===== src/rtl/rv32i_sequencer_if.sv =====
// Instruction/data memory handshake bundle for the RV32I multi-cycle sequencer.
// master = sequencer side, slave = memory side.
interface rv32i_sequencer_if #(
    parameter int XLEN = 32
);
    logic            o_im_req;
    logic [XLEN-1:0] o_im_addr;
    logic            i_im_ack;
    logic [XLEN-1:0] i_im_rdata;
    logic            o_dm_req;
    logic            i_dm_ack;

    modport master (
        output o_im_req, o_im_addr, o_dm_req,
        input  i_im_ack, i_im_rdata, i_dm_ack
    );

    modport slave (
        input  o_im_req, o_im_addr, o_dm_req,
        output i_im_ack, i_im_rdata, i_dm_ack
    );
endinterface


===== src/rtl/rv32i_sequencer.sv =====
// Multi-cycle RV32I control sequencer: FETCH/DECODE/EXECUTE/MEMORY/WRITEBACK.
// Define RV32I_ILLEGAL_TRAP_EN to halt on unlisted opcodes (else they retire as NOPs).
module rv32i_sequencer #(
    parameter int              XLEN     = 32,
    parameter logic [XLEN-1:0] RESET_PC = '0
) (
    input  logic                  clk,
    input  logic                  rst,
    rv32i_sequencer_if.master     bus,
    output logic [XLEN-1:0]       o_ir,
    input  logic [6:0]            i_opcode,
    output logic                  o_ex_en,
    output logic                  o_rf_we,
    input  logic                  i_branch_taken,
    input  logic [XLEN-1:0]       i_target,
    output logic [XLEN-1:0]       o_pc,
    output logic [31:0]           o_instret,
    output logic                  o_trap
);

    localparam logic [6:0] OP_LOAD   = 7'b0000011;
    localparam logic [6:0] OP_STORE  = 7'b0100011;
    localparam logic [6:0] OP_R      = 7'b0110011;
    localparam logic [6:0] OP_I      = 7'b0010011;
    localparam logic [6:0] OP_LUI    = 7'b0110111;
    localparam logic [6:0] OP_AUIPC  = 7'b0010111;
    localparam logic [6:0] OP_JAL    = 7'b1101111;
    localparam logic [6:0] OP_JALR   = 7'b1100111;
    localparam logic [6:0] OP_BRANCH = 7'b1100011;

    typedef enum logic [2:0] {
        FETCH,
        DECODE,
        EXECUTE,
        MEMORY,
        WRITEBACK,
        HALT
    } state_t;

    state_t          state_q, state_d;
    logic [XLEN-1:0] pc_q, pc_d;
    logic [XLEN-1:0] ir_q, ir_d;
    logic [31:0]     instret_q, instret_d;

    logic is_load, is_store, is_branch, is_alu, is_jump;
    logic pc_upd, ir_ld, take;
    logic im_req, dm_req, ex_en, rf_we;

    // Opcode classes seen by the sequencer.
    always_comb begin
        is_load   = (i_opcode == OP_LOAD);
        is_store  = (i_opcode == OP_STORE);
        is_branch = (i_opcode == OP_BRANCH);
        is_jump   = (i_opcode == OP_JAL) || (i_opcode == OP_JALR);
        is_alu    = (i_opcode == OP_R) || (i_opcode == OP_I) ||
                    (i_opcode == OP_LUI) || (i_opcode == OP_AUIPC);
    end

    // Next-state and strobe generation.
    always_comb begin
        state_d = state_q;
        pc_upd  = 1'b0;
        ir_ld   = 1'b0;
        im_req  = 1'b0;
        dm_req  = 1'b0;
        ex_en   = 1'b0;
        rf_we   = 1'b0;
        unique case (state_q)
            FETCH: begin
                im_req = 1'b1;
                if (bus.i_im_ack) begin
                    ir_ld   = 1'b1;
                    state_d = DECODE;
                end
            end
            DECODE: begin
                state_d = EXECUTE;
            end
            EXECUTE: begin
                ex_en = 1'b1;
                unique case (1'b1)
                    is_load, is_store: state_d = MEMORY;
                    is_alu, is_jump:   state_d = WRITEBACK;
                    is_branch: begin
                        pc_upd  = 1'b1;
                        state_d = FETCH;
                    end
                    default: begin
`ifdef RV32I_ILLEGAL_TRAP_EN
                        state_d = HALT;
`else
                        pc_upd  = 1'b1;
                        state_d = FETCH;
`endif
                    end
                endcase
            end
            MEMORY: begin
                dm_req = 1'b1;
                if (bus.i_dm_ack) begin
                    if (is_load) begin
                        state_d = WRITEBACK;
                    end else begin
                        pc_upd  = 1'b1;
                        state_d = FETCH;
                    end
                end
            end
            WRITEBACK: begin
                rf_we   = 1'b1;
                pc_upd  = 1'b1;
                state_d = FETCH;
            end
            HALT: begin
`ifdef RV32I_ILLEGAL_TRAP_EN
                state_d = HALT;
`else
                state_d = FETCH;
`endif
            end
            default: state_d = FETCH;
        endcase
    end

    // Datapath next values: PC redirect, retire counter, instruction latch.
    always_comb begin
        take      = is_jump || (is_branch && i_branch_taken);
        pc_d      = pc_q;
        instret_d = instret_q;
        ir_d      = ir_q;
        if (pc_upd) begin
            pc_d      = take ? i_target : pc_q + XLEN'(4);
            instret_d = instret_q + 32'd1;
        end
        if (ir_ld) begin
            ir_d = bus.i_im_rdata;
        end
    end

    // State registers with asynchronous reset.
    always_ff @(posedge clk or posedge rst) begin
        if (rst) begin
            state_q   <= FETCH;
            pc_q      <= RESET_PC;
            ir_q      <= '0;
            instret_q <= '0;
        end else begin
            state_q   <= state_d;
            pc_q      <= pc_d;
            ir_q      <= ir_d;
            instret_q <= instret_d;
        end
    end

    // Strobes are masked by reset so they drop without waiting for a clock.
    always_comb begin
        bus.o_im_req  = im_req & ~rst;
        bus.o_dm_req  = dm_req & ~rst;
        bus.o_im_addr = pc_q;
        o_ex_en       = ex_en & ~rst;
        o_rf_we       = rf_we & ~rst;
        o_pc          = pc_q;
        o_ir          = ir_q;
        o_instret     = instret_q;
`ifdef RV32I_ILLEGAL_TRAP_EN
        o_trap        = (state_q == HALT) & ~rst;
`else
        o_trap        = 1'b0;
`endif
    end

endmodule


===== src/flat_wrapper.sv =====
// flat-port wrapper written by rule: the top's interface ports become plain ports
module rv32i_sequencer_flat 
#(
    parameter int              XLEN     = 32,
    parameter logic [XLEN-1:0] RESET_PC = '0
)
  (clk, rst, o_ir, i_opcode, o_ex_en, o_rf_we, i_branch_taken, i_target, o_pc, o_instret, o_trap, bus_o_im_req, bus_o_im_addr, bus_o_dm_req, bus_i_im_ack, bus_i_im_rdata, bus_i_dm_ack);
  rv32i_sequencer_if #(.XLEN(XLEN)) bus_i ();
  input  logic clk;
  input  logic rst;
  output logic [XLEN-1:0] o_ir;
  input  logic [6:0] i_opcode;
  output logic o_ex_en;
  output logic o_rf_we;
  input  logic i_branch_taken;
  input  logic [XLEN-1:0] i_target;
  output logic [XLEN-1:0] o_pc;
  output logic [31:0] o_instret;
  output logic o_trap;
  output wire logic [$bits(bus_i.o_im_req)-1:0] bus_o_im_req;
  output wire logic [$bits(bus_i.o_im_addr)-1:0] bus_o_im_addr;
  output wire logic [$bits(bus_i.o_dm_req)-1:0] bus_o_dm_req;
  input wire logic [$bits(bus_i.i_im_ack)-1:0] bus_i_im_ack;
  input wire logic [$bits(bus_i.i_im_rdata)-1:0] bus_i_im_rdata;
  input wire logic [$bits(bus_i.i_dm_ack)-1:0] bus_i_dm_ack;
  assign bus_o_im_req = bus_i.o_im_req;
  assign bus_o_im_addr = bus_i.o_im_addr;
  assign bus_o_dm_req = bus_i.o_dm_req;
  assign bus_i.i_im_ack = bus_i_im_ack;
  assign bus_i.i_im_rdata = bus_i_im_rdata;
  assign bus_i.i_dm_ack = bus_i_dm_ack;
  rv32i_sequencer #(.XLEN(XLEN), .RESET_PC(RESET_PC)) u_core (.clk(clk), .rst(rst), .bus(bus_i), .o_ir(o_ir), .i_opcode(i_opcode), .o_ex_en(o_ex_en), .o_rf_we(o_rf_we), .i_branch_taken(i_branch_taken), .i_target(i_target), .o_pc(o_pc), .o_instret(o_instret), .o_trap(o_trap));
endmodule

===== config.mk =====
export PLATFORM = sky130hd
export DESIGN_NAME = rv32i_sequencer_flat
export DESIGN_NICKNAME = d
export VERILOG_FILES = /design/src/rtl/rv32i_sequencer_if.sv /design/src/rtl/rv32i_sequencer.sv /design/src/flat_wrapper.sv
export SDC_FILE = /design/constraint.sdc
export NUM_CORES = 1
export LEC_CHECK = 0
export CORE_UTILIZATION = 48
export CTS_CLUSTER_SIZE = 14
export DETAILED_ROUTE_END_ITERATION = 12
export HOLD_SLACK_MARGIN = 0.08
export PLACE_DENSITY = 0.85
export SYNTH_ARGS = -nofsm -noshare
export SYNTH_HDL_FRONTEND = slang
export SYNTH_SLANG_ARGS = --single-unit

===== constraint.sdc =====
create_clock -name clk -period 9.4 [get_ports clk]
set_input_delay 1.88 -clock clk [delete_from_list [all_inputs] [get_ports clk]]
set_output_delay 1.88 -clock clk [all_outputs]
set_load 0.01 [all_outputs]

==> qor.txt, run 1 <==
GPL Wtd Cong: 0.830
worst hold path class: flip-flop to flip-flop
Seq/Total Area, Yosys: 46.3%
Post-synth EDFFs: 0
clk_lat worst skew: 360 ps
Syn Area/Cell: 10.4 um^2
Power Internal: 1.16 mW
Via density: 5.66
Commonest cells post-synth: 99 x dfrtp_1, 54 x nand2_1, 37 x buf_4
Clock Skews: 14.7 ps
Netlist Area Pre-Place: 5350 um^2
core box area: 10800 um^2
Crit Path Category: input port to output pin
grt total ovfl: 0
WL final: 14000 um
number of distinct library cells after synthesis: 66
final-report hold violation count: 0
Synth area leaders: dfrtp_1 46%, mux2_2 6.5%, buf_4 5.2%
Worst Max-Slew Pin Slew: 674 ps
Die H: 108 um
period utilisation layout: 59.0%
Total Neg Setup Slack: 0 ps
Post-DRT Antenna Nets: 0
I/O pin count: 209
Critical Path End Type: output pin
outcome: completed
Final Max Tran Viols: 0
global routing met2 resource utilization: 41.9%
total CTS buffers: 9
Nets: 756
number of DRC markers in iteration 0: 201
initial core utilization: 49.3%
GRT busiest layer: met2
Reg2Reg Capture Point: u_core.bus.o_im_addr[0]$_DFFE_PP0P_
ratio of cells with drive above 1 in the final layout: 11.4%
RR Startpoint: u_core.state_q[2]$_DFFE_PP0P_
Post-Syn Instances: 515
clock slew at reported path FFs: 100 ps
Post-CTS Hold Buffers: 0
worst hold endpoint: u_core.o_instret[31]$_DFFE_PP0P_
syn nets: 593
R2R depth: 5
fraction of registers with async set/reset: 100%
maximum VDD drop: 0.143 mV
vias in the first global route: 4462
Hold Path Depth: 1
CP Launch Type: input port
max_slew headroom: 55.1%
GRT met1 Usage: 30.0%
pwr/cell area: 243 nW/um^2
die area: 11600 um^2
Chip Width: 108 um
most common cell in the netlist: dfrtp_1
largest net degree at the start of global routing: 54
CTS tree: yes
Net Switching: 662 uW
min cycle time layout: 5540 ps
yosys warns: 0
CTS root buffer: clkbuf_8
setup repair bufs after CTS: 0
DR pass1 iterations: 5
Main synth FF type: dfrtp_1
Flop pwr share: 38.2%
cts repair resizes: 0
cell taking the most area after synthesis: dfrtp_1
CP required: 7520 ps
CP arrival: 3660 ps
via count: 4661
Remaining DRCs: 0
Port-buffer cells: 207
Static Leakage: 3.01 nW
fraction of power spent switching nets: 36.4%
hold_sp: u_core.o_instret[31]$_DFFE_PP0P_
first-pass GRT wire length: 22000 um
GR Util met3: 3.27%
Min Hold Slack: 485 ps
top cell type's share of synthesized area: 46.3%
CTS HTree Levels: 3
crit path max fanout: 48
initial antenna violation count: 0
combinational group share of total power: 45.7%
All-Layer GR Usage: 24.2%
fmax: 0.180 GHz
standard-cell rows: 38
Clock Power Share: 16.1%
ant diodes: 0
max_cap viols: 0
final setup violating endpoints: 0
Synth Register Bits: 99
routed length per instance: 17.0 um
clock tree sinks: 99
detailed placer's ending HPWL: 9990 um
clock buffer depth: 2
RSZ-0062 raised after global routing: no
R2R Setup Slk: 7080 ps
Area growth, synth to finish: 40.0%
routing by layer:
metal / part of all wire, % / up-vias
met4: 2.5 / 0
met3: 6.7 / 22
li1: - / 2166
met2: 50 / 196
met5: 0 / -
met1: 41 / 2277
critical path, stage by stage:
cell	delay [ps]
clkdlybuf4s50_1	520
inv_4	470
and3_1	250
clkdlybuf4s50_1	530
power groups by stage:
stage	combinational [mW]	clock, mW	sequential [mW]
final	0.832	0.293	0.696
after detailed placement	0.833	0	0.705
after global routing	0.895	0.318	0.717
after floorplan	0.415	0	0.728
after CTS	0.836	0.301	0.696
after global placement	0.814	0	0.693
area by class of cell:
cell class | instances | area (um^2)
fill | 826 | 3350
clock inverter | 5 | 67.6
timing repair buffer | 212 | 2110
sequential | 99 | 2480
tap | 140 | 175
multi-input combinational | 351 | 2490
clock buffer | 11 | 151
inverter | 5 | 21.3
how the worst max path moves through the flow:
| stage | from | endpoint | slack (ps) | cells past startpoint |
|---|---|---|---|---|
| 4_1_cts | rst | o_rf_we | 3790 | 4 |
| 2_1_floorplan | rst | o_rf_we | 3130 | 2 |
| 3_3_place_gp | rst | o_rf_we | 3830 | 4 |
| 5_1_grt | rst | o_rf_we | 3730 | 4 |
| 3_5_place_dp | rst | o_rf_we | 3800 | 4 |
| 6_report | rst | o_rf_we | 3860 | 4 |
registers in the layout (all words and copies together) (netlist names):
register / flops
u_core.o_ir: 32
u_core.state_q: 3
u_core.bus.o_im_addr: 32
u_core.o_instret: 32
kinds of logic (layout without fill, tap and decap cells):
group | count (synthesis) | in the layout | synth area share [%]
xor+xnor | 31 | 31 | 5.08
flops | 99 | 99 | 46.3
simple gates | 178 | 178 | 19.5
mux | 35 | 35 | 7.34
compound gates | 104 | 104 | 13.7
fa+ha+maj | 2 | 2 | 0.468
other cells | 1 | 1 | 0.0701
buf+inv | 65 | 233 | 7.49
metrics by stage:
step	cell area, um^2	power, mW	setup WS [ps]	util (%)	std cells
detailed placement	7270	1.54	3800	67.1	807
CTS	7490	1.83	3790	69.1	823
global route	7490	1.93	3730	69.1	823
global placement	7270	1.51	3830	67.1	807
floorplan	5350	1.14	3130	-	515
finish	7490	1.82	3860	69.1	823
layout by cell type, fill, tap and decap left out, types with 3 or more instances in the layout:
| master | synthesis | routed |
|---|---|---|
| clkbuf_8 | 0 | 11 |
| nor4b_2 | 4 | 4 |
| mux2_1 | 3 | 3 |
| o22ai_1 | 4 | 4 |
| nor3_1 | 14 | 14 |
| o211ai_1 | 5 | 5 |
| o22a_1 | 5 | 5 |
| nand2_1 | 54 | 54 |
| a31oi_1 | 3 | 3 |
| nor2_1 | 20 | 20 |
| a21oi_1 | 22 | 22 |
| nor4_1 | 4 | 4 |
| xor2_1 | 15 | 15 |
| clkdlybuf4s50_1 | 0 | 207 |
| nand4_1 | 17 | 17 |
| a22o_1 | 4 | 4 |
| xnor2_1 | 16 | 16 |
| o31ai_1 | 4 | 4 |
| dfrtp_1 | 99 | 99 |
| nor4_2 | 4 | 4 |
| a22oi_1 | 5 | 5 |
| and3_1 | 7 | 7 |
| nand4b_1 | 3 | 3 |
| buf_4 | 37 | 5 |
| a21o_1 | 7 | 7 |
| o2bb2a_1 | 3 | 3 |
| and2_1 | 3 | 3 |
| nand3_1 | 25 | 25 |
| o21ai_0 | 22 | 22 |
| nor3b_1 | 6 | 6 |
| mux2_2 | 31 | 31 |
| inv_1 | 5 | 4 |
No activity file was read; power rests on OpenSTA's default activity.
==> run 2: changes to the inputs <==
--- a/config.mk
+++ b/config.mk
@@ -5,11 +5,11 @@
 export SDC_FILE = /design/constraint.sdc
 export NUM_CORES = 1
 export LEC_CHECK = 0
-export CORE_UTILIZATION = 48
+export CORE_UTILIZATION = 40
 export CTS_CLUSTER_SIZE = 14
 export DETAILED_ROUTE_END_ITERATION = 12
 export HOLD_SLACK_MARGIN = 0.08
-export PLACE_DENSITY = 0.85
+export PLACE_DENSITY = 0.75
 export SYNTH_ARGS = -nofsm -noshare
 export SYNTH_HDL_FRONTEND = slang
 export SYNTH_SLANG_ARGS = --single-unit
==> constraint.sdc (replaced) <==
create_clock -name clk -period 4.9 [get_ports clk]
set_input_delay 0.98 -clock clk [delete_from_list [all_inputs] [get_ports clk]]
set_output_delay 0.98 -clock clk [all_outputs]
set_load 0.01 [all_outputs]
==> run 2 against run 1 <==
Register-to-register slack got worse by 4500 ps; core utilization decreased by 9.5 points; hold slack improved by 2.4 ps; count of clock-buffer cells in the layout increased by 1; clock skew decreased by 7.6 ps; critical endpoint is now bus_o_im_req.
==> qor.txt, run 2 (synthesized netlist as in run 1, its figures left out) <==
maximum VDD drop: 0.230 mV
Chip Width: 118 um
CTS tree: yes
Total Neg Setup Slack: 0 ps
RR Startpoint: u_core.state_q[0]$_DFFE_PP0P_
CTS HTree Levels: 3
Critical Path End Type: output pin
# placed instances: 840
WL final: 14400 um
final instance area: 7650 um^2
Port-buffer cells: 207
first-pass GRT wire length: 23300 um
clock buffer depth: 2
R2R depth: 6
final-report hold violation count: 0
DR pass1 iterations: 7
final worst setup slack: 1550 ps
leading cell type in the layout, fill and taps excluded: clkdlybuf4s50_1
I/O pin count: 209
Power Total: 3.71 mW
CP arrival: 2370 ps
Post-CTS Hold Buffers: 0
Reg2Reg Capture Point: u_core.o_instret[16]$_DFFE_PP0P_
core box area: 12800 um^2
Die H: 118 um
CP required: 3920 ps
die area: 13800 um^2
CP dominant cell by count: clkdlybuf4s50_1
worst hold endpoint: u_core.o_instret[31]$_DFFE_PP0P_
number of DRC markers in iteration 0: 323
ratio of cells with drive above 1 in the final layout: 11.4%
initial antenna violation count: 0
DP Worst Slack: 1490 ps
CTS root buffer: clkbuf_16
crit-path leading delay family: buffers and inverters
via count: 4666
clock tree sinks: 99
Hold Path Depth: 1
commonest non-fill, non-tap cells in the layout: 207 x clkdlybuf4s50_1, 99 x dfrtp_1, 54 x nand2_1, 31 x mux2_2, 25 x nand3_1
dpl cell area: 7320 um^2
vias in the first global route: 4489
All-Layer GR Usage: 21.0%
Final Max Tran Viols: 0
worst hold path class: flip-flop to flip-flop
Fill cells: 1063
CP Buf/Inv Count: 2
Min Hold Slack: 487 ps
max_cap viols: 0
Nets: 757
clk_lat worst skew: 340 ps
Area growth, synth to finish: 42.9%
standard-cell rows: 41
Via density: 5.45
max_slew headroom: 43.8%
R2R Setup Slk: 2550 ps
CP Launch Type: input port
min cycle time layout: 3350 ps
Clock Skews: 7.08 ps
initial core utilization: 41.7%
outcome: completed
Final Non-Filler Cells: 856
GPL Wtd Cong: 0.877
Post-DRT Antenna Nets: 0
total CTS buffers: 9
ant diodes: 0
Crit Path Category: input port to output pin
CP max-delay cell: clkdlybuf4s50_1
cts repair resizes: 0
crit path max fanout: 4
largest net degree at the start of global routing: 56
Static Leakage: 3.06 nW
hold_sp: u_core.o_instret[31]$_DFFE_PP0P_
RSZ-0062 raised after global routing: no
period utilisation layout: 68.4%
detailed placer's ending HPWL: 10300 um
Worst Max-Slew Pin Slew: 838 ps
final setup violating endpoints: 0
Remaining DRCs: 0
Critical Path, Cell by Cell: clkdlybuf4s50_1, nor4_1, clkdlybuf4s50_1
routed length per instance: 16.8 um
grt total ovfl: 0
setup repair bufs after CTS: 0
fmax: 0.298 GHz
fin util: 59.6%
pwr/cell area: 486 nW/um^2
clock slew at reported path FFs: 60 ps
Worst path max stage delay: 600 ps
[run 2: changes by cell type in the layout (fill, tap and decap cells not counted)]
cell / delta
clkbuf_16: +9
clkbuf_8: -9
inv_6: -2
buf_4: +1
bufinv_16: +1
clkbuf_1: +1
clkinv_2: +1
clkinv_4: -1
clkinvlp_4: +1
inv_8: -1
[run 2: where the power goes]
group / total [mW] / internal, mW / switching, mW
combinational: 1.60 / 0.890 / 0.712
sequential: 1.34 / 1.06 / 0.273
clock: 0.775 / 0.475 / 0.300
[run 2: cell type report]
| cell class | instances | area, um^2 | share of cell area (%) |
|---|---|---|---|
| clock inverters | 4 | 72.6 | 0.949 |
| clock buffers | 12 | 256 | 3.35 |
| well taps | 172 | 215 | 2.81 |
| repair buffers | 213 | 2120 | 27.7 |
| multi-input cells | 351 | 2490 | 32.5 |
| inverters | 5 | 21.3 | 0.278 |
| flip-flops and latches | 99 | 2480 | 32.4 |
[run 2: routing by layer]
metal / track usage (%) / up-vias / wire [um]
met5: 0 / - / 0
met4: 9.70 / 0 / 386
met3: 3.97 / 24 / 863
met2: 33.7 / 192 / 6840
met1: 27.3 / 2271 / 6320
li1: - / 2179 / -
[run 2: worst max path at each step]
stage | start | endpoint | slack (ps) | cells past startpoint
floorplan | rst | o_rf_we | 430 | 2
global placement | i_opcode[2] | u_core.bus.o_im_addr[1]$_DFFE_PP0P_ | 1580 | 6
global route | rst | o_ex_en | 1460 | 3
CTS | rst | bus_o_im_req | 1540 | 3
finish | rst | bus_o_im_req | 1550 | 3
detailed placement | i_opcode[4] | u_core.o_instret[16]$_DFFE_PP0P_ | 1490 | 7
